==> src/rtl/rv_pkg.sv <==
// Shared RV64I fetch definitions: widths, alignment, fetch-queue entry and PC helpers.
package rv_pkg;

    localparam int unsigned XLEN        = 64;
    localparam int unsigned ILEN        = 32;
    localparam int unsigned INSTR_ALIGN = 4;

    localparam logic [XLEN-1:0] RESET_PC_DEFAULT = '0;

    // One buffered fetch result, as handed to decode.
    typedef struct packed {
        logic [ILEN-1:0] instr;
        logic [XLEN-1:0] pc;
    } fetch_entry_t;

    // Force a PC onto the instruction grid; low bits are ignored, not trapped.
    function automatic logic [XLEN-1:0] align_pc(input logic [XLEN-1:0] pc);
        return {pc[XLEN-1:2], 2'b00};
    endfunction

    // Sequential successor; wraps modulo 2^XLEN.
    function automatic logic [XLEN-1:0] next_pc(input logic [XLEN-1:0] pc);
        return pc + XLEN'(INSTR_ALIGN);
    endfunction

endpackage

==> src/rtl/fetch_queue.sv <==
// Circular FIFO of fetch entries with push, pop and synchronous flush.
// Overflow is prevented upstream by the request credit limit.
module fetch_queue
    import rv_pkg::*;
#(
    parameter int unsigned DEPTH = 4,
    parameter int unsigned CW    = $clog2(DEPTH + 1)
) (
    input  logic          clk,
    input  logic          rst,
    input  logic          flush,
    input  logic          push,
    input  fetch_entry_t  push_data,
    input  logic          pop,
    output fetch_entry_t  head,
    output logic          empty,
    output logic [CW-1:0] count
);

    localparam int unsigned PW = $clog2(DEPTH);

    fetch_entry_t  mem_q [DEPTH];
    logic [PW-1:0] wr_ptr_q;
    logic [PW-1:0] rd_ptr_q;
    logic [CW-1:0] count_q;
    logic          pop_ok;

    assign empty  = (count_q == '0);
    assign pop_ok = pop && !empty;
    assign head   = mem_q[rd_ptr_q];
    assign count  = count_q;

    // Pointer and occupancy state; power-of-2 depth lets the pointers wrap naturally.
    always_ff @(posedge clk or posedge rst) begin
        if (rst) begin
            wr_ptr_q <= '0;
            rd_ptr_q <= '0;
            count_q  <= '0;
        end else if (flush) begin
            wr_ptr_q <= '0;
            rd_ptr_q <= '0;
            count_q  <= '0;
        end else begin
            if (push) begin
                wr_ptr_q <= wr_ptr_q + 1'b1;
            end
            if (pop_ok) begin
                rd_ptr_q <= rd_ptr_q + 1'b1;
            end
            count_q <= count_q + CW'(push) - CW'(pop_ok);
        end
    end

    // Entry storage; contents are only meaningful where count says so, so no reset.
    always_ff @(posedge clk) begin
        if (push && !flush) begin
            mem_q[wr_ptr_q] <= push_data;
        end
    end

endmodule

==> src/rtl/fetch_stage.sv <==
// RV64I instruction-fetch stage: in-order credit-limited requests to instruction memory,
// response buffering in fetch_queue, and redirect flush with stale-response dropping.
module fetch_stage
    import rv_pkg::*;
#(
    parameter int unsigned     DEPTH    = 4,
    parameter logic [XLEN-1:0] RESET_PC = RESET_PC_DEFAULT
) (
    input  logic            clk,
    input  logic            rst,
    input  logic            redirect_valid,
    input  logic [XLEN-1:0] redirect_pc,
    output logic            imem_req_valid,
    input  logic            imem_req_ready,
    output logic [XLEN-1:0] imem_req_addr,
    input  logic            imem_rsp_valid,
    input  logic [ILEN-1:0] imem_rsp_data,
    output logic            instr_valid,
    input  logic            instr_ready,
    output logic [ILEN-1:0] instr,
    output logic [XLEN-1:0] instr_pc
);

    localparam int unsigned CW         = $clog2(DEPTH + 1);
    localparam int unsigned CW1        = CW + 1;
    localparam logic [CW:0] CREDIT_MAX = CW1'(DEPTH);

    logic [XLEN-1:0] fetch_pc_q, fetch_pc_d;
    logic [XLEN-1:0] rsp_pc_q, rsp_pc_d;
    logic [CW-1:0]   inflight_q, inflight_d;
    logic [CW-1:0]   drop_cnt_q, drop_cnt_d;
    logic            run_q;

    logic            req_fire;
    logic            rsp_fire;
    logic [CW:0]     credit_used;

    logic            q_push;
    logic            q_flush;
    logic            q_empty;
    logic [CW-1:0]   q_count;
    fetch_entry_t    q_head;
    fetch_entry_t    q_push_data;

    // Credits cover both in-flight requests and buffered entries, so a response always fits.
    assign credit_used    = {1'b0, inflight_q} + {1'b0, q_count};
    assign imem_req_valid = run_q && !redirect_valid && (credit_used < CREDIT_MAX);
    assign imem_req_addr  = fetch_pc_q;

    assign req_fire = imem_req_valid && imem_req_ready;
    // A response with nothing outstanding is a protocol error and is ignored.
    assign rsp_fire = imem_rsp_valid && (inflight_q != '0);

    assign q_push_data = '{instr: imem_rsp_data, pc: rsp_pc_q};

    // Decode side is driven from registered queue state only.
    assign instr_valid = !q_empty;
    assign instr       = q_empty ? '0 : q_head.instr;
    assign instr_pc    = q_empty ? '0 : q_head.pc;

    // Next-state for PCs, credit and drop counters; redirect overrides everything.
    always_comb begin
        fetch_pc_d = fetch_pc_q;
        rsp_pc_d   = rsp_pc_q;
        inflight_d = inflight_q + CW'(req_fire) - CW'(rsp_fire);
        drop_cnt_d = drop_cnt_q;
        q_push     = 1'b0;
        q_flush    = 1'b0;

        if (redirect_valid) begin
            fetch_pc_d = align_pc(redirect_pc);
            rsp_pc_d   = align_pc(redirect_pc);
            q_flush    = 1'b1;
            // Everything still outstanding after this cycle's response belongs to the old path.
            drop_cnt_d = inflight_q - CW'(rsp_fire);
        end else begin
            if (req_fire) begin
                fetch_pc_d = next_pc(fetch_pc_q);
            end
            if (rsp_fire) begin
                if (drop_cnt_q != '0) begin
                    drop_cnt_d = drop_cnt_q - 1'b1;
                end else begin
                    q_push   = 1'b1;
                    rsp_pc_d = next_pc(rsp_pc_q);
                end
            end
        end
    end

    // State registers; run_q holds off requests until the first clock after reset.
    always_ff @(posedge clk or posedge rst) begin
        if (rst) begin
            fetch_pc_q <= RESET_PC;
            rsp_pc_q   <= RESET_PC;
            inflight_q <= '0;
            drop_cnt_q <= '0;
            run_q      <= 1'b0;
        end else begin
            fetch_pc_q <= fetch_pc_d;
            rsp_pc_q   <= rsp_pc_d;
            inflight_q <= inflight_d;
            drop_cnt_q <= drop_cnt_d;
            run_q      <= 1'b1;
        end
    end

    fetch_queue #(
        .DEPTH (DEPTH),
        .CW    (CW)
    ) u_fetch_queue (
        .clk       (clk),
        .rst       (rst),
        .flush     (q_flush),
        .push      (q_push),
        .push_data (q_push_data),
        .pop       (instr_ready),
        .head      (q_head),
        .empty     (q_empty),
        .count     (q_count)
    );

endmodule

==> config.mk <==
export PLATFORM = sky130hd
export DESIGN_NAME = fetch_stage
export DESIGN_NICKNAME = d
export VERILOG_FILES = /design/src/rtl/rv_pkg.sv /design/src/rtl/fetch_queue.sv /design/src/rtl/fetch_stage.sv
export SDC_FILE = /design/constraint.sdc
export NUM_CORES = 1
export LEC_CHECK = 0
export BUFFER_PORTS_ARGS = -buffer_cell sky130_fd_sc_hd__buf_2
export CAP_MARGIN = 0
export CORE_MARGIN = 8
export CORE_UTILIZATION = 51
export DETAILED_ROUTE_END_ITERATION = 7
export PLACE_DENSITY = 0.7
export RECOVER_POWER = 50
export SLEW_MARGIN = 20
export SYNTH_ARGS = -nofsm -noshare
export SYNTH_HDL_FRONTEND = slang
export SYNTH_SLANG_ARGS = --single-unit
==> constraint.sdc <==
create_clock -name clk -period 4.81 [get_ports clk]
set_clock_uncertainty 0.05 [all_clocks]
set_input_delay 0.7215 -clock clk [delete_from_list [all_inputs] [get_ports clk]]
set_output_delay 0.7215 -clock clk [all_outputs]
set_load 0.01 [all_outputs]
==> results of run 1 <==
-- path summary, 6_finish.rpt --
check | from | endpoint | slack (ps) | depth (start not counted)
max | u_fetch_queue.count[1] | instr_pc[30] | 1090 | 4
min | redirect_pc[29] | imem_req_addr[29] | 320 | 3
max reg2reg | drop_cnt_q[0] | rsp_pc_q[53] | 1490 | 7
min reg2reg | rsp_pc_q[63] | u_fetch_queue.mem_q[2][63] | 500 | 0
max in group asynchronous | rst | rsp_pc_q[17] | 2440 | 3
min in group asynchronous | rst | imem_req_addr[57] | 750 | 2
-- routing by layer --
| metal | GRT usage [%] | vias up | routed length (microns) |
|---|---|---|---|
| li1 | - | 6745 | - |
| met1 | 31.3 | 7627 | 24900 |
| met2 | 33.7 | 718 | 26600 |
| met3 | 4.64 | 91 | 4670 |
| met4 | 6.27 | 0 | 1400 |
| met5 | 0 | - | 0 |
-- cell type report --
cell class	instances	share of cell area, %
antenna	1	0.00944
inverter	41	0.595
tap	592	2.79
timing repair buffer	285	5.50
clock buffer	63	5.22
multi-input combinational	961	28.6
clock inverter	33	1.62
sequential	514	55.6
-- flip-flops by register name (all words and copies together), names as in the netlist --
| register | cells |
|---|---|
| imem_req_addr | 62 |
| rsp_pc_q | 62 |
| run_q | 1 |
| u_fetch_queue.wr_ptr_q | 2 |
| u_fetch_queue.count | 3 |
| u_fetch_queue.rd_ptr_q | 2 |
| inflight_q | 3 |
| u_fetch_queue.mem_q | 376 |
| drop_cnt_q | 3 |
-- cells in the mapped netlist (all sizes together), types with 3 or more instances --
cell type / instances / area (sq um)
a21boi: 4 / 30.0
a21oi: 15 / 75.1
a22oi: 5 / 37.5
a31oi: 33 / 206
and2: 111 / 694
and3: 14 / 87.6
and4: 9 / 78.8
buf: 17 / 82.6
clkbuf: 70 / 264
dfrtp: 138 / 3450
edfxtp: 376 / 11300
ha: 16 / 200
inv: 41 / 154
mux2: 22 / 248
mux2i: 9 / 90.1
mux4: 94 / 2120
nand2: 103 / 387
nand2b: 5 / 31.3
nand3: 86 / 430
nand4: 68 / 432
nand4b: 3 / 26.3
nor2: 71 / 267
nor3: 19 / 100
nor4: 22 / 156
nor4b: 3 / 26.3
o211ai: 29 / 218
o21ai: 46 / 230
o311ai: 15 / 131
o31a: 6 / 52.6
o31ai: 18 / 135
or3: 21 / 138
or4: 37 / 279
xnor2: 32 / 280
xor2: 19 / 166
-- critical path, stage by stage (launching register included) --
cell     delay [ps]
dfrtp_1         430
or3_1           770
buf_4           680
and2_1          290
buf_2           150
-- placed cells by master (no fill, tap or decap), types with 15 or more instances in the layout --
cell type    n
a21oi_1     15
a31oi_1     33
and2_1     105
buf_2      163
buf_4       19
clkbuf_1   104
clkbuf_16   53
dfrtp_1    136
edfxtp_1   376
ha_1        16
inv_1       39
mux2_2      22
mux4_2      94
nand2_1    103
nand3_1     86
nand4_1     67
nor2_1      71
nor3_1      18
nor4_1      18
o211ai_1    29
o21ai_0     46
o311ai_0    15
o31ai_1     18
or3_1       19
or4_1       36
xnor2_1     32
xor2_1      19
-- cell families (layout without fill, tap and decap cells) --
group / Yosys count / count (layout) / synth area share, %
xor+xnor: 51 / 51 / 1.96
fa+ha+maj: 18 / 18 / 1.05
buf+inv: 128 / 422 / 2.19
compound gates: 181 / 181 / 5.29
other cells: 2 / 6 / 0.0329
simple gates: 581 / 581 / 14.0
flops: 514 / 514 / 64.7
mux: 125 / 125 / 10.8
-- through the flow --
step	util, %	area [sq um]	setup WS [ps]	hold slack, ps	instances
5_1_grt	60.0	26500	835	296	2490
3_5_place_dp	56.1	24800	1500	486	2393
4_1_cts	60.2	26600	1070	262	2489
6_report	60.0	26500	1090	323	2490
2_1_floorplan	-	22800	342	425	1603
3_3_place_gp	56.1	24800	1570	474	2393
-- power breakdown --
part | leakage, uW | total (uW) | internal (uW) | switching [uW]
Sequential | 0.00502 | 5530 | 5070 | 467
Clock | 0.000850 | 4210 | 2500 | 1720
Combinational | 0.00328 | 2730 | 1290 | 1440
==> flow_summary.yaml, run 1 <==
pwr:
  powerDensity_nw_per_um2: 471
  power.leakage_uw: 0.00915
  power.total_uw: 12500
  peakVddDrop_v: 0.000239
floorplanning:
  start_util_pct: 51.6
  rows: 77
  die_w_microns: 227
  pin_count: 264
  core-area_sq_um: 44200
  die_h_microns: 227
  die_area_sq_um: 51700
route:
  drcViolationCount: 0
  routedWlPerCell_microns: 23.1
  vias_per_cell: 6.10
  dr.pass1.iters: 7
  routed_wl_microns: 57500
  antenna_left: 0
  drt_iter0_markers: 1225
  vias: 15181
finish:
  fillCellCount: 3475
  drive_above_1_share_pct: 21.7
  multi_input_area_sq_um: 7590
  nNetsFinal: 1975
  area_growth_pct: 16.3
  regArea_sq_um: 14800
cts:
  cts_tree: "yes"
  cts_root_buf: "clkbuf_16"
  numCtsBuffers: 52
  post_cts_resized: 0
  cts_buffer_depth: 3
  clkLatencyLatePin_ps: 590
  clk_pin_slew_ps: 60
  cts_hold_buf: 0
  post_cts_buffers: 0
  htreeDepth: 2
  clock_sinks: 514
sta:
  tightest_slew_ps: 2310
  hold_viol: 0
  setup-violations-final: 0
  fin_tns_setup_ps: 0
  max_freq_mhz: 269
  relSlewSlack_pct: -54.2
  rsz0062_at_grt: "no"
  layout_min_cycle_time_ps: 3720
  finalMaxSlewViolations: 101
  fin_crit_sh_pct: 77.3
place:
  hpwl_microns: 38300
  gp_congestion: 0.925
  portBuffers: 257
setup_path:
  start_kind: "flip-flop"
  crit_required_ps: 4040
  critPathKind: "reg2out"
  critical_path.max_fanout: 66
  crit_path_end_kind: "output pin"
  cp_data_arrival_time_ps: 2950
run_status:
  violations: "max-capacitance violations, max-slew violations"
  status: "finished, violations left"
global_route:
  grt_pass1_vias: 14812
  antenna_found_initial: 1
  grt_usage_pct: 21.9
  grt_pass1_wl_microns: 87300
  grt_max_degree: 101
  grt_overflow: 0
hold_path:
  hp-class: "in2reg"
logic_synthesis:
  synthCells: 1600
  synth_seq_cells: 514
  synth_area_sq_um: 22800
  synth_edf_count: 376
  ys_types: 61
  yosysSeqAreaShare_pct: 64.7
  synthArstFlopShare_pct: 26.8
  ys.flop_type: "edfxtp_1"
  syn_avg_cell_area_sq_um: 14.3
  ys_warn_count: 0
run:
  max_cap_violations: 1
No activity file was read; power rests on OpenSTA's default activity.
==> inputs of run 2 (changes only) <==
- PLACE_DENSITY: 0.7 -> 0.73
- clock period: 4.81 -> 3.41 ns (I/O delays scaled with it)
==> run 2 against run 1 <==
The run still ends with max-capacitance violations, max-slew violations left. Via count rose by 1.9%. Die area is the same. Worst hold slack worse by 210 ps. Sequential share of layout area shrank 0.82 points. Sequential power rose by 40%. Routed wire length increased by 2.9%. Flip-flop and latch count is the same. Combinational power rose by 45%.
==> flow_summary.yaml, run 2 (synthesized netlist as in run 1, its figures left out) <==
cts:
  post_cts_resized: 0
  cts_tree: "yes"
  clkLatencyLatePin_ps: 600
  numCtsBuffers: 53
  clk_pin_slew_ps: 60
  cts_buffer_depth: 3
  cts_root_buf: "clkbuf_16"
  post_cts_buffers: 0
  htreeDepth: 2
  cts_hold_buf: 0
  clock_sinks: 514
global_route:
  grt_usage_pct: 22.8
  grt_pass1_wl_microns: 90900
  antenna_found_initial: 2
  grt_pass1_vias: 15375
  grt_overflow: 0
  grt_max_degree: 96
pwr:
  p_int_uw: 12800
  power.leakage_uw: 0.00940
  power.total_uw: 18000
  peakVddDrop_v: 0.000446
  powerDensity_nw_per_um2: 667
  seqPwrFrac_pct: 43.0
  clkPwrFrac_pct: 34.9
  swShare_pct: 28.9
  combinationalPowerShare_pct: 22.1
  p_sw_uw: 5190
run:
  max_cap_violations: 3
finish:
  fillCellCount: 3371
  nNetsFinal: 2004
  drive_above_1_share_pct: 22.8
  top_register: "u_fetch_queue.mem_q"
  largest_register_ffs: 376
  area_growth_pct: 18.0
  layout_common_cells: "376 x edfxtp_1, 163 x buf_2, 136 x dfrtp_1, 106 x and2_1, 105 x clkbuf_1"
  multi_input_area_sq_um: 7580
  design_area_sq_um: 26900
  layout_commonest_cell: "edfxtp_1"
  regArea_sq_um: 14800
floorplanning:
  start_util_pct: 51.6
  core-area_sq_um: 44200
  pin_count: 264
  die_area_sq_um: 51700
  rows: 77
  die_h_microns: 227
  die_w_microns: 227
place:
  gp_congestion: 0.932
  pre_cts_slack_ps: 603
  hpwl_microns: 40300
  portBuffers: 257
  postPlaceCellArea_sq_um: 25200
setup_path:
  worst_r2r_startpoint: "drop_cnt_q[0]"
  crit_required_ps: 2850
  start_kind: "flip-flop"
  rrSetupSlack_ps: 340
  r2r_end: "u_fetch_queue.mem_q[0][81]"
  worstRegToRegCells: 7
  critPathKind: "reg2out"
  path_cells: "buf_12 -> mux4_2 -> and2_1 -> buf_2"
  critPathTopFamily: "flip-flops"
  max_stage_delay_ps: 720
  cp_num_buf_inv: 2
  critical_path.max_fanout: 26
  cp_data_arrival_time_ps: 2570
  crit_path_end_kind: "output pin"
  critPathSlowestCell: "dfrtp_4"
sta:
  max_freq_mhz: 319
  setup_ws_ps: 279
  layout_min_cycle_time_ps: 3130
  fin_crit_sh_pct: 91.8
  hold_viol: 0
  finalMaxSlewViolations: 102
  fin_tns_setup_ps: 0
  rsz0062_at_grt: "no"
  relSlewSlack_pct: -19.0
  setup-violations-final: 0
  tightest_slew_ps: 1780
route:
  vias_per_cell: 6.13
  drt_iter0_markers: 1716
  antenna_left: 0
  routedWlPerCell_microns: 23.5
  routed_wl_microns: 59100
  dr.pass1.iters: 6
  drcViolationCount: 0
  vias: 15471
hold_path:
  hold-path-cell-count: 3
  holdCritStartpoint: "redirect_pc[27]"
  hp-class: "in2reg"
  min_to: "imem_req_addr[27]"
run_status:
  violations: "max-capacitance violations, max-slew violations"
  status: "finished, violations left"
run 2: changes by cell type in the layout (fill, tap and decap cells not counted), sizes merged:
cell	delta
inv	+2
clkinvlp	-6
clkbuf	+6
buf	+23
bufinv	+1
dlymetal6s4s	+1
clkinv	+5
run 2: worst max-delay path by stage:
stage | end | cells past startpoint | slack (ps) | startpoint
after floorplan | inflight_q[2] | 13 | 500 | redirect_valid
after global placement | inflight_q[2] | 9 | 650 | inflight_q[2]
after detailed placement | inflight_q[2] | 9 | 600 | inflight_q[2]
after CTS | instr_pc[50] | 4 | 200 | u_fetch_queue.rd_ptr_q[0]
after global routing | instr_pc[50] | 4 | 140 | u_fetch_queue.rd_ptr_q[0]
final | instr_pc[37] | 4 | 280 | u_fetch_queue.rd_ptr_q[0]
run 2: metrics by stage:
step | util [%] | hold WS [ps] | instances
2_1_floorplan | - | 425 | 1603
3_3_place_gp | 56.9 | 479 | 2421
3_5_place_dp | 56.9 | 508 | 2421
4_1_cts | 61.2 | 41.2 | 2521
5_1_grt | 60.8 | 95.0 | 2522
6_report | 60.8 | 113 | 2522
run 2: cell type report:
class	count	share of cell area, %
Sequential cell	514	54.8
Multi-Input combinational cell	961	28.2
Timing Repair Buffer	313	6.54
Clock buffer	65	5.44
Tap cell	592	2.75
Clock inverter	35	1.68
Inverter	41	0.577
Antenna cell	1	0.00930
run 2: per-layer routing:
| layer | global-route usage, % | routed length (microns) | vias up |
|---|---|---|---|
| met5 | 0 | 0 | - |
| met4 | 5.46 | 1180 | 0 |
| met3 | 5.55 | 5610 | 88 |
| met2 | 36.3 | 28100 | 786 |
| met1 | 31.5 | 24200 | 7804 |
| li1 | - | - | 6793 |
run 2: power groups by stage:
stage               combinational (uW)  sequential [uW]  clock (uW)
floorplan                         2630             7620           0
global placement                  4050             7780           0
detailed placement                4090             7820           0
CTS                               4110             7700        6370
global route                      4350             7780        6600
finish                            3970             7720        6260
run 2: worst register-to-register path, cell delays in order (launching register included):
cell	delay, ps
dfrtp_1	360
inv_1	110
ha_1	160
nand2b_1	280
nor3_1	280
clkbuf_1	330
and2_0	760
buf_12	370
==> inputs of run 3 (changes only) <==
- RECOVER_POWER: 50 -> 100
- REMOVE_ABC_BUFFERS: default -> 1
==> run 3 against run 2 <==
The run still ends with max-capacitance violations, max-slew violations left. Sequential power about the same. Fmax about the same. Critical path depth up 3. Core utilization down 1.0 points. Non-clock buffer count unchanged. Largest cell class unchanged. Highest routed layer unchanged.
==> flow_summary.yaml, run 3 (synthesized netlist as in run 1, its figures left out) <==
global_route:
  grt_pass1_vias: 14964
  grt_pass1_wl_microns: 90900
  antenna_found_initial: 1
  grt_max_degree: 96
  grt_overflow: 0
  grt_usage_pct: 23.1
sta:
  setup-violations-final: 0
  fin_crit_sh_pct: 91.8
  setup_ws_ps: 280
  hold-worst-slack_ps: 107
  tightest_slew_ps: 1530
  hold_viol: 0
  layout_min_cycle_time_ps: 3130
  rsz0062_at_grt: "no"
  relSlewSlack_pct: -2.66
  max_freq_mhz: 320
  finalMaxSlewViolations: 82
finish:
  multi_input_area_sq_um: 7560
  nNetsFinal: 2003
  top_register: "u_fetch_queue.mem_q"
  fillCellCount: 3520
  area_growth_pct: 16.0
  layout_commonest_cell: "edfxtp_1"
  largest_register_ffs: 376
  design_area_sq_um: 26500
  regArea_sq_um: 14800
  post-route-util_pct: 59.8
  drive_above_1_share_pct: 19.1
  layout_common_cells: "376 x edfxtp_1, 160 x clkbuf_1, 136 x dfrtp_1, 118 x buf_2, 103 x nand2_1"
route:
  routedWlPerCell_microns: 23.9
  antenna_left: 0
  routed_wl_microns: 60100
  vias_per_cell: 6.12
  drcViolationCount: 0
  dr.pass1.iters: 5
  vias: 15402
  drt_iter0_markers: 1538
setup_path:
  worstRegToRegCells: 7
  critical_path.max_fanout: 19
  crit_start: "inflight_q[1]"
  worstSetupEndpoint: "imem_req_addr[36]"
  start_kind: "flip-flop"
  rrSetupSlack_ps: 280
  worst_r2r_startpoint: "inflight_q[1]"
  crit_required_ps: 3840
  r2r_end: "imem_req_addr[36]"
  cp_data_arrival_time_ps: 3560
  crit_path_end_kind: "flip-flop"
  critPathKind: "reg2reg"
cts:
  clk_pin_slew_ps: 60
  numCtsBuffers: 52
  clock_sinks: 514
  clkLatencyLatePin_ps: 590
  htreeDepth: 2
  cts_root_buf: "clkbuf_16"
  post_cts_resized: 0
  cts_tree: "yes"
  post_cts_buffers: 0
  cts_buffer_depth: 3
place:
  postPlaceCellArea_sq_um: 25100
  portBuffers: 257
  gp_congestion: 0.956
  pre_cts_slack_ps: 628
  hpwl_microns: 40500
floorplanning:
  die_w_microns: 227
  rows: 77
  die_area_sq_um: 51700
  start_util_pct: 51.6
  pin_count: 264
  die_h_microns: 227
  core-area_sq_um: 44200
run_status:
  status: "finished, violations left"
  violations: "max-capacitance violations, max-slew violations"
pwr:
  powerDensity_nw_per_um2: 656
  power.leakage_uw: 0.00900
  peakVddDrop_v: 0.000422
hold_path:
  hp-class: "in2reg"
run:
  max_cap_violations: 2
run 3: repair_timing:
item,CTS,global route
hold buffers,1,0
hold endpoints to repair,60,0
endpoints found under the setup margin,0,0
run 3: worst max-delay path: stages, from the launching register on:
cell	delay [ps]
dfrtp_1	460
ha_1	310
nand3_1	70
and4_1	250
nor2_1	1150
clkbuf_2	480
o21ai_0	140
o311ai_0	100
run 3: layer usage:
metal	global-route usage [%]	routed length [microns]
met4	7.53	1790
met5	0	0
met3	4.41	4560
met1	31.7	25000
met2	37.1	28800
run 3: final cells by class:
cell class / instances / area share, %
Antenna cell: 1 / 0.00946
Inverter: 41 / 0.600
Tap cell: 592 / 2.80
Timing Repair Buffer: 313 / 5.76
Multi-Input combinational cell: 961 / 28.6
Sequential cell: 514 / 55.7
Clock buffer: 61 / 5.20
Clock inverter: 35 / 1.32
run 3: report_power, final:
part / leakage (uW) / switching [uW] / internal, uW
Combinational: 0.00314 / 2160 / 1750
Clock: 0.000840 / 2340 / 3400
Sequential: 0.00502 / 543 / 7150
Total: 0.00900 / 5040 / 12300
run 3: metrics by stage:
stage | TNS (ps) | std cells | total power, uW
2_1_floorplan | -446450 | 1516 | 10300
3_3_place_gp | 0 | 2420 | 11900
3_5_place_dp | 0 | 2420 | 11900
4_1_cts | 0 | 2517 | 17700
5_1_grt | 0 | 2518 | 18100
6_report | 0 | 2518 | 17400
run 3: worst min path at each step:
stage,from,endpoint,cells past startpoint
final,redirect_pc[2],rsp_pc_q[2],3
after global routing,redirect_pc[8],imem_req_addr[8],2
after CTS,imem_rsp_data[26],u_fetch_queue.mem_q[0][90],1
after detailed placement,drop_cnt_q[1],drop_cnt_q[1],2
after global placement,drop_cnt_q[1],drop_cnt_q[1],2
after floorplan,rsp_pc_q[63],u_fetch_queue.mem_q[0][63],0
